### src/rtl/wave_meas_pkg.sv
// Shared definitions for the waveform analyser: register map, CTRL bit
// positions and FSM state encoding.
package wave_meas_pkg;

   localparam logic [2:0] REG_CTRL    = 3'd0;
   localparam logic [2:0] REG_THRESH  = 3'd1;
   localparam logic [2:0] REG_PERIOD  = 3'd2;
   localparam logic [2:0] REG_HIGH    = 3'd3;
   localparam logic [2:0] REG_MIN     = 3'd4;
   localparam logic [2:0] REG_MAX     = 3'd5;
   localparam logic [2:0] REG_TIMEOUT = 3'd6;

   localparam int CTRL_START = 0;
   localparam int CTRL_CONT  = 1;

   typedef enum logic [2:0] {
      ST_IDLE      = 3'd0,
      ST_ARM       = 3'd1,
      ST_WAIT_RISE = 3'd2,
      ST_HIGH      = 3'd3,
      ST_LOW       = 3'd4,
      ST_DONE      = 3'd5
   } state_t;

   // A measurement is in flight from arming until it completes or times out.
   function automatic logic is_busy(input state_t s);
      return (s == ST_ARM) || (s == ST_WAIT_RISE) || (s == ST_HIGH) || (s == ST_LOW);
   endfunction

endpackage

### src/rtl/wave_meas_edge_det.sv
// Threshold slicer: registers the wave sample once, compares it against the
// threshold and produces the level plus single-cycle rise/fall indications.
module wave_meas_edge_det (
   input  logic        clk,
   input  logic        reset,
   input  logic [31:0] wave_in,
   input  logic [31:0] thresh,
   output logic [31:0] wave_q,
   output logic        lvl,
   output logic        rise,
   output logic        fall
);

   logic lvl_q;

   // Sample register for the wave and history of the sliced level.
   always_ff @(posedge clk or posedge reset) begin
      if (reset) begin
         wave_q <= '0;
         lvl_q  <= 1'b0;
      end else begin
         wave_q <= wave_in;
         lvl_q  <= lvl;
      end
   end

   // Unsigned compare against the live threshold register.
   assign lvl  = (wave_q > thresh);
   assign rise = lvl & ~lvl_q;
   assign fall = ~lvl & lvl_q;

endmodule

### src/rtl/wave_meas.sv
// Memory-mapped waveform analyser: slices the wave against a threshold and
// measures high time, period and min/max sample value.
//
//  state      | meaning
//  -----------+-----------------------------------------------------------
//  IDLE       | nothing armed, results held
//  ARM        | armed, waiting for the level to be low
//  WAIT_RISE  | level seen low, waiting for a true rising edge
//  HIGH       | counting the high part of the cycle
//  LOW        | counting the low part, next rise completes the period
//  DONE       | measurement finished or timed out, results held
module wave_meas
   import wave_meas_pkg::*;
#(
   parameter int CNT_W = 32
) (
   input  logic        clk,
   input  logic        reset,
   input  logic [3:0]  wstrb,
   input  logic [31:0] addr,
   input  logic [31:0] wdata,
   output logic [31:0] rdata,
   input  logic [31:0] wave_in,
   output logic        irq
);

   localparam logic [CNT_W-1:0] CNT_MAX = '1;

   state_t           state;
   state_t           state_nxt;
   logic [CNT_W-1:0] cnt;
   logic [CNT_W-1:0] cnt_nxt;
   logic [CNT_W-1:0] cnt_inc;
   logic [31:0]      cnt_ext;

   logic [31:0]      thresh;
   logic [31:0]      timeout_val;
   logic [31:0]      min_val;
   logic [31:0]      max_val;
   logic [CNT_W-1:0] period;
   logic [CNT_W-1:0] high_t;
   logic             cont;
   logic             valid;
   logic             to_flag;

   logic [31:0]      wave_q;
   logic             lvl;
   logic             rise;
   logic             fall;

   logic [2:0]       reg_sel;
   logic             we;
   logic             ctrl_we;
   logic             start;
   logic             busy;
   logic             timeout_hit;

   logic             arm;
   logic             latch_high;
   logic             latch_period;
   logic             set_timeout;
   logic             irq_nxt;

   logic             unused_addr;

   assign reg_sel     = addr[4:2];
   assign unused_addr = ^{addr[31:5], addr[1:0]};
   assign we          = |wstrb;
   assign ctrl_we     = we && (reg_sel == REG_CTRL);
   assign start       = wdata[CTRL_START];
   assign busy        = is_busy(state);

   assign cnt_inc     = (cnt == CNT_MAX) ? cnt : cnt + CNT_W'(1);
   assign cnt_ext     = 32'(cnt);
   assign timeout_hit = (timeout_val != '0) && (cnt_ext >= timeout_val);

   wave_meas_edge_det u_edge (
      .clk     (clk),
      .reset   (reset),
      .wave_in (wave_in),
      .thresh  (thresh),
      .wave_q  (wave_q),
      .lvl     (lvl),
      .rise    (rise),
      .fall    (fall)
   );

   // State and shared time counter.
   always_ff @(posedge clk or posedge reset) begin
      if (reset) begin
         state <= ST_IDLE;
         cnt   <= '0;
      end else begin
         state <= state_nxt;
         cnt   <= cnt_nxt;
      end
   end

   // Next-state logic; a CTRL write overrides any same-cycle edge or timeout.
   always_comb begin
      state_nxt    = state;
      cnt_nxt      = cnt_inc;
      arm          = 1'b0;
      latch_high   = 1'b0;
      latch_period = 1'b0;
      set_timeout  = 1'b0;
      irq_nxt      = 1'b0;
      if (ctrl_we && start) begin
         state_nxt = ST_ARM;
         cnt_nxt   = '0;
         arm       = 1'b1;
      end else if (ctrl_we && busy) begin
         state_nxt = ST_IDLE;
         cnt_nxt   = '0;
      end else begin
         case (state)
            ST_IDLE, ST_DONE: begin
               cnt_nxt = '0;
            end
            ST_ARM: begin
               if (timeout_hit) begin
                  set_timeout = 1'b1;
                  irq_nxt     = 1'b1;
                  state_nxt   = ST_DONE;
               end else if (!lvl) begin
                  state_nxt = ST_WAIT_RISE;
                  cnt_nxt   = '0;
               end
            end
            ST_WAIT_RISE: begin
               if (timeout_hit) begin
                  set_timeout = 1'b1;
                  irq_nxt     = 1'b1;
                  state_nxt   = ST_DONE;
               end else if (rise) begin
                  state_nxt = ST_HIGH;
                  cnt_nxt   = CNT_W'(1);
               end
            end
            ST_HIGH: begin
               if (timeout_hit) begin
                  set_timeout = 1'b1;
                  irq_nxt     = 1'b1;
                  state_nxt   = ST_DONE;
               end else if (fall) begin
                  latch_high = 1'b1;
                  state_nxt  = ST_LOW;
               end
            end
            ST_LOW: begin
               if (timeout_hit) begin
                  set_timeout = 1'b1;
                  irq_nxt     = 1'b1;
                  state_nxt   = ST_DONE;
               end else if (rise) begin
                  latch_period = 1'b1;
                  irq_nxt      = 1'b1;
                  if (cont) begin
                     state_nxt = ST_HIGH;
                     cnt_nxt   = CNT_W'(1);
                  end else begin
                     state_nxt = ST_DONE;
                  end
               end
            end
            default: begin
               state_nxt = ST_IDLE;
               cnt_nxt   = '0;
            end
         endcase
      end
   end

   // Configuration registers, result registers, status flags and irq pulse.
   always_ff @(posedge clk or posedge reset) begin
      if (reset) begin
         thresh      <= '0;
         timeout_val <= '0;
         cont        <= 1'b0;
         valid       <= 1'b0;
         to_flag     <= 1'b0;
         period      <= '0;
         high_t      <= '0;
         min_val     <= '0;
         max_val     <= '0;
         irq         <= 1'b0;
      end else begin
         irq <= irq_nxt;
         if (ctrl_we) begin
            cont <= wdata[CTRL_CONT];
         end
         if (we && (reg_sel == REG_THRESH)) begin
            thresh <= wdata;
         end
         if (we && (reg_sel == REG_TIMEOUT)) begin
            timeout_val <= wdata;
         end
         if (arm) begin
            valid   <= 1'b0;
            to_flag <= 1'b0;
            min_val <= '1;
            max_val <= '0;
         end else begin
            if ((state == ST_HIGH) || (state == ST_LOW)) begin
               if (wave_q < min_val) begin
                  min_val <= wave_q;
               end
               if (wave_q > max_val) begin
                  max_val <= wave_q;
               end
            end
            if (latch_high) begin
               high_t <= cnt;
            end
            if (latch_period) begin
               period <= cnt;
               valid  <= 1'b1;
            end
            if (set_timeout) begin
               to_flag <= 1'b1;
            end
         end
      end
   end

   // Combinational read mux; unmapped offset reads zero.
   always_comb begin
      rdata = '0;
      case (reg_sel)
         REG_CTRL:    rdata = {27'b0, busy, to_flag, valid, cont, 1'b0};
         REG_THRESH:  rdata = thresh;
         REG_PERIOD:  rdata = 32'(period);
         REG_HIGH:    rdata = 32'(high_t);
         REG_MIN:     rdata = min_val;
         REG_MAX:     rdata = max_val;
         REG_TIMEOUT: rdata = timeout_val;
         default:     rdata = '0;
      endcase
   end

endmodule

### config.mk
export PLATFORM = sky130hd
export DESIGN_NAME = wave_meas
export DESIGN_NICKNAME = d
export VERILOG_FILES = /design/src/rtl/wave_meas_pkg.sv /design/src/rtl/wave_meas_edge_det.sv /design/src/rtl/wave_meas.sv
export SDC_FILE = /design/constraint.sdc
export NUM_CORES = 1
export LEC_CHECK = 0
export CAP_MARGIN = 20
export CORE_AREA = 3 3 124 216
export DETAILED_ROUTE_END_ITERATION = 10
export DIE_AREA = 0 0 127 219
export PLACE_DENSITY = 0.83
export SKIP_LAST_GASP = 1
export SLEW_MARGIN = 20
export SYNTH_ARGS = -nofsm -noshare
export SYNTH_HDL_FRONTEND = slang
export SYNTH_SLANG_ARGS = --single-unit
### constraint.sdc
create_clock -name clk -period 9.8 [get_ports clk]
set_input_delay 0.98 -clock clk [delete_from_list [all_inputs] [get_ports clk]]
set_output_delay 0.98 -clock clk [all_outputs]
set_load 0.02 [all_outputs]
After elaboration in Yosys (flattened, before gate mapping). Cells that the tools add are included.

Bitwise logic cells: 5. Multiplexer cells: 53. $add $sub $neg: 1. Order comparisons: 4. Reduce and logical (&&, ||, !) cells: 27. Eq/ne operators: 17.

Operator list (number): 2-to-1 mux 32 bit (16); one-hot mux 32 bit (7 select lines) (1); one-hot mux 32 bit (4 select lines) (1); > comparator 32 bit (2); 2-to-1 mux 3 bit (11); adder 32 x 1 -> 32 bit, second input constant (1); equality test 32 bit, second input constant (1); >= comparator 32 bit (1); less-than comparator 32 bit (1); nonzero test 32 bit (1); 2-to-1 mux 1 bit (22); equality test 3 bit, second input constant (5); inequality test 5 x 3 -> 1 bit, second input constant (3); one-hot mux 3 bit (5 select lines) (1); equality test 3 x 2 -> 1 bit, second input constant (4); nonzero test 2 bit (5); AND reduction 2 bit (4); OR reduction 4 bit (2); equality test 3 x 1 -> 1 bit, second input constant (2); logical AND 1 bit (6); zero test 3 bit (2); inequality test 5 bit, second input constant (1); AND reduction 5 bit (1); logical OR 1 bit (4); other kinds (6) (9).

Input port bits: 102. Bits in registers: 264. Logic and storage cells: 121. Output and inout port bits: 33.

Longest topological paths before layout.
Depth in word-level cells: 9. Gate-level depth with buffers: 12. Gate-level depth less buffers: 10.

By module. Synthesis repeated with hierarchy kept, for this count alone.

Cell total of the unflattened synthesis: 1432. Area, all modules: 14727.9 um^2.

Modules (own cells, without submodules): wave_meas (cells each 1279, seq. area each 5780.5 um^2, area an instance 13040.0 um^2, times used 1); wave_meas_edge_det (cells each 153, seq. area each 825.8 um^2, area an instance 1687.9 um^2, times used 1).

Worst setup path after synthesis. No wires, ideal clock.

Kind: input to output. From: input port addr[2]. To: output port rdata[10]. Setup slack: 6232 ps. Data required time: 8820 ps. Cell stages on the path: 7. Buffers on the path: 3. Arrival: 2588 ps. Cells stage by stage: clkbuf_1 -> nor2b_1 -> nor2b_1 -> clkbuf_1 -> clkbuf_1 -> a22oi_1 -> nand3_1.

Longest elaborated chain between the ends: 2. Elaborated cells between the ends (all ways): 8. Classes of those cells: eq/ne (6); mux (1); reduce/logical (1).

Ends and longest elaborated chain: from (decl) (line wave_meas.sv:20) `input logic [31:0] addr,`; equality test 3 bit, or another cell as far along (line wave_meas.sv:229) `case (reg_sel)`; one-hot mux 32 bit (7 select lines) * (line wave_meas.sv:229); to (decl) (line wave_meas.sv:22) `output logic [31:0] rdata,`.

Every way passes the cells marked *; elsewhere a longest branch is shown, timed or not.

Worst setup path after layout.
From: input port addr[2]. To: output port rdata[9].

Same word-level chain as after synthesis.

==> impl_metrics.ini <==
[status]
outcome = finished, final reports clean

[timing]
rsz_0062_raised_after_global_routing = false
timing.final.setup_violations = 0
max_slew_violation_total_from_the_final_report = 0
timing.final.hold_violations = 0
post-route-min-period_ps = 4850
post-route-period-util_pct = 49.5
tightestPinTransition_ps = 1090
setup_total_negative_slack_ps = 0
finClkSkew_ps = 10.1
max-slew-margin-rel_pct = 26.2
fmax_mhz = 206

[power_and_ir_drop]
p_sw_share_pct = 34.9
p_clk_share_pct = 28.1
total_power_uw = 3360
power_switching_uw = 1170
pwr-share-comb_pct = 28.8
power_density_mw_per_mm2 = 201
sequentialPowerShare_pct = 43.1
power_leakage_uw = 0.00792
power.internal_uw = 2190
power.ir.vdd_worst_mv = 0.148

[yosys]
yosysWarnings = 0
syn_nets = 1723
proportion_of_register_bits_with_asynchronous_set_or_reset_after_synthesis_pct = 100
synth.avg_cell_area_sq_um = 9.77
synth_sequential_area_ratio_pct = 45.3
netlist_instances = 1493
netlist_area_sq_mm = 0.0146
netlist-cell-type-count = 52
synth_enable_flop_cells = 0
synth_seq_cells = 264
postSynth.topFlopCell = sky130_fd_sc_hd__dfrtp_1

[floorplanning]
die_w_um = 127
die_height_um = 219
floorplan.io_pins = 135
die_outline_area_sq_mm = 0.0278
initial_utilization_pct = 57.8
placement_rows = 77
core_region_area_sq_mm = 0.0252

[clock_network]
cts_max_level = 1
post-cts-setup-buffers = 0
total_clock_sinks = 264
cts_repair_resize_count = 0
cts_root_buffer = sky130_fd_sc_hd__clkbuf_16
cts_buffers = 25
cts.path.max_buffers = 3
cts.reportedPaths.clkPinSlew_ps = 70
clk_latency_ps = 550
cts_tree = done
hold_buffers = 0

[placed_design]
detailedPlacementHpwl_um = 29800
place_inst = 1861
port_buffers = 105
gp_congestion = 0.954

[worst_hold_path]
min_path_type = reg2reg
worstHoldStart = valid$_DFFE_PP0P_
timing.hold.worst_endpoint = valid$_DFFE_PP0P_
holdPathStages = 2

[finish]
fillerInstances = 1972
stdcell_count = 1906
multiInputGateArea_sq_mm = 0.00724
layout.core_utilization_pct = 66.2
final_layout_size_suffix_gt1_share_pct = 8.68
nNetsFinal = 1803
layout.cells.most_common = sky130_fd_sc_hd__dfrtp_1
layout.area.seq_sq_mm = 0.00661
area_growth_syn_to_layout_pct = 14.6
layout.cells.most_common_list = sky130_fd_sc_hd__dfrtp_1 (264), sky130_fd_sc_hd__nand2_1 (211), sky130_fd_sc_hd__inv_1 (133)
insertedDiodeCount = 0

[grt]
grt_start_max_net_pins = 131
grt_pass1_vias = 12700
globalRouteOverflowTotal = 0
grt_util_all_layers_pct = 30.8
initial_antenna_violation_count = 0
grt_first_pass_wirelength_um = 66700

[detailed_routing]
drc_errors = 0
detailroute.via_count = 12200
drt_pre_antenna_iters = 6
vias_per_cell = 6.40
iteration_0_drc_count_of_the_detailed_router = 1160
detail_route.wl_per_cell_um = 22.5
wl_um = 42900
route.antenna.remaining_nets = 0

[setup_path]
timing.critical_path.fanout_max = 30
worst-endpoint-arrival_ps = 3870
timing.critical_path.from_type = primary input
reg2reg_slack_ps = 5920
r2r_end = cnt[13]$_DFF_PP0_
setup.worst_path.end_class = output pin
worst-endpoint-required_ps = 8820
worst-r2r-cell-count = 10
critPathKind = in2out
timing.rr.start = u_edge.wave_q[31]$_DFF_PP0_

[flow_run]
drv.max_cap_violation_count = 0
==> layout make-up <==
type | instances | area share, %
repair buffers | 121 | 7.08
inverters | 134 | 3.05
well taps | 316 | 2.37
clock buffers | 36 | 4.35
clock inverters | 8 | 0.307
flip-flops and latches | 264 | 39.5
multi-input cells | 1027 | 43.3
==> metrics by stage <==
step | hold WS (ps) | cell area (sq um) | setup slack, ps
4_1_cts | 504 | 16700 | 5010
3_5_place_dp | 487 | 15900 | 5040
3_3_place_gp | 458 | 15900 | 5060
2_1_floorplan | 446 | 14600 | 1550
5_1_grt | 517 | 16700 | 4910
6_report | 501 | 16700 | 4950
==> worst max-delay path by stage <==
stage | slack [ps] | startpoint | to
4_1_cts | 5010 | addr[2] | rdata[9]
2_1_floorplan | 1550 | reset | cnt[0]$_DFF_PP0_
5_1_grt | 4910 | addr[2] | rdata[15]
3_5_place_dp | 5040 | addr[2] | rdata[9]
3_3_place_gp | 5060 | addr[2] | rdata[9]
6_report | 4950 | addr[2] | rdata[9]
==> kinds of logic after synthesis <==
logic type               share of synthesized area, %
XOR/XNOR                                         1.86
flip-flops                                       45.3
buffers and inverters                            5.46
AO/OA/AOI/OAI                                    12.9
multiplexers                                     9.75
AND/OR/NAND/NOR                                  13.7
adder cells (fa/ha/maj)                          11.0
==> worst max-delay path: stages <==
cell                              delay (ps)
sky130_fd_sc_hd__clkdlybuf4s50_1         750
sky130_fd_sc_hd__nor2b_1                 260
sky130_fd_sc_hd__and2_2                  820
sky130_fd_sc_hd__a22oi_1                 150
sky130_fd_sc_hd__nand3_1                 260
sky130_fd_sc_hd__clkdlybuf4s50_1         650
==> cell usage after synthesis (all sizes together) (3+ instances only) <==
| cell type | instances | share of area, % |
|---|---|---|
| and2 | 6 | 0.26 |
| nor2b | 11 | 0.47 |
| nand3 | 53 | 1.8 |
| a22oi | 93 | 4.8 |
| nand2 | 212 | 5.5 |
| inv | 134 | 3.4 |
| o21a | 4 | 0.21 |
| nor3 | 13 | 0.45 |
| or2 | 3 | 0.13 |
| mux2 | 65 | 5.0 |
| a21o | 10 | 0.51 |
| nor4 | 13 | 0.56 |
| and3 | 10 | 0.43 |
| ha | 128 | 11 |
| buf | 17 | 0.70 |
| o211ai | 7 | 0.36 |
| o31a | 3 | 0.18 |
| xor2 | 20 | 1.2 |
| o21ai | 93 | 3.2 |
| and4 | 5 | 0.30 |
| a221oi | 5 | 0.30 |
| nand4 | 34 | 1.5 |
| a211oi | 5 | 0.26 |
| a31oi | 8 | 0.39 |
| xnor2 | 11 | 0.66 |
| nand2b | 7 | 0.30 |
| dfrtp | 264 | 45 |
| mux2i | 69 | 4.7 |
| nor2 | 68 | 1.8 |
| o221ai | 3 | 0.18 |
| a21oi | 49 | 1.7 |
| clkbuf | 51 | 1.3 |
==> registers in the layout, indices dropped and copies added (netlist names) <==
signal	count
state	3
thresh	32
min_val	32
cont	1
u_edge.lvl_q	1
to_flag	1
high_t	32
max_val	32
timeout_val	32
irq	1
cnt	32
u_edge.wave_q	32
period	32
valid	1
==> power by group through the flow <==
stage	registers [uW]	clock network [uW]	logic [uW]
2_1_floorplan	1380	0	679
3_3_place_gp	1450	0	904
3_5_place_dp	1460	0	950
4_1_cts	1440	953	959
5_1_grt	1460	990	1080
6_report	1450	944	967
==> routing by layer <==
layer	wire length, um	global-route usage, %	part of all wire, %	vias up
met2	21600	54.3	50	640
li1	-	-	-	5394
met1	14700	33.5	34	5957
met3	2960	4.07	6.9	210
met5	0	0	0	-
met4	3610	22.7	8.4	0
No activity file was read; power rests on OpenSTA's default activity.
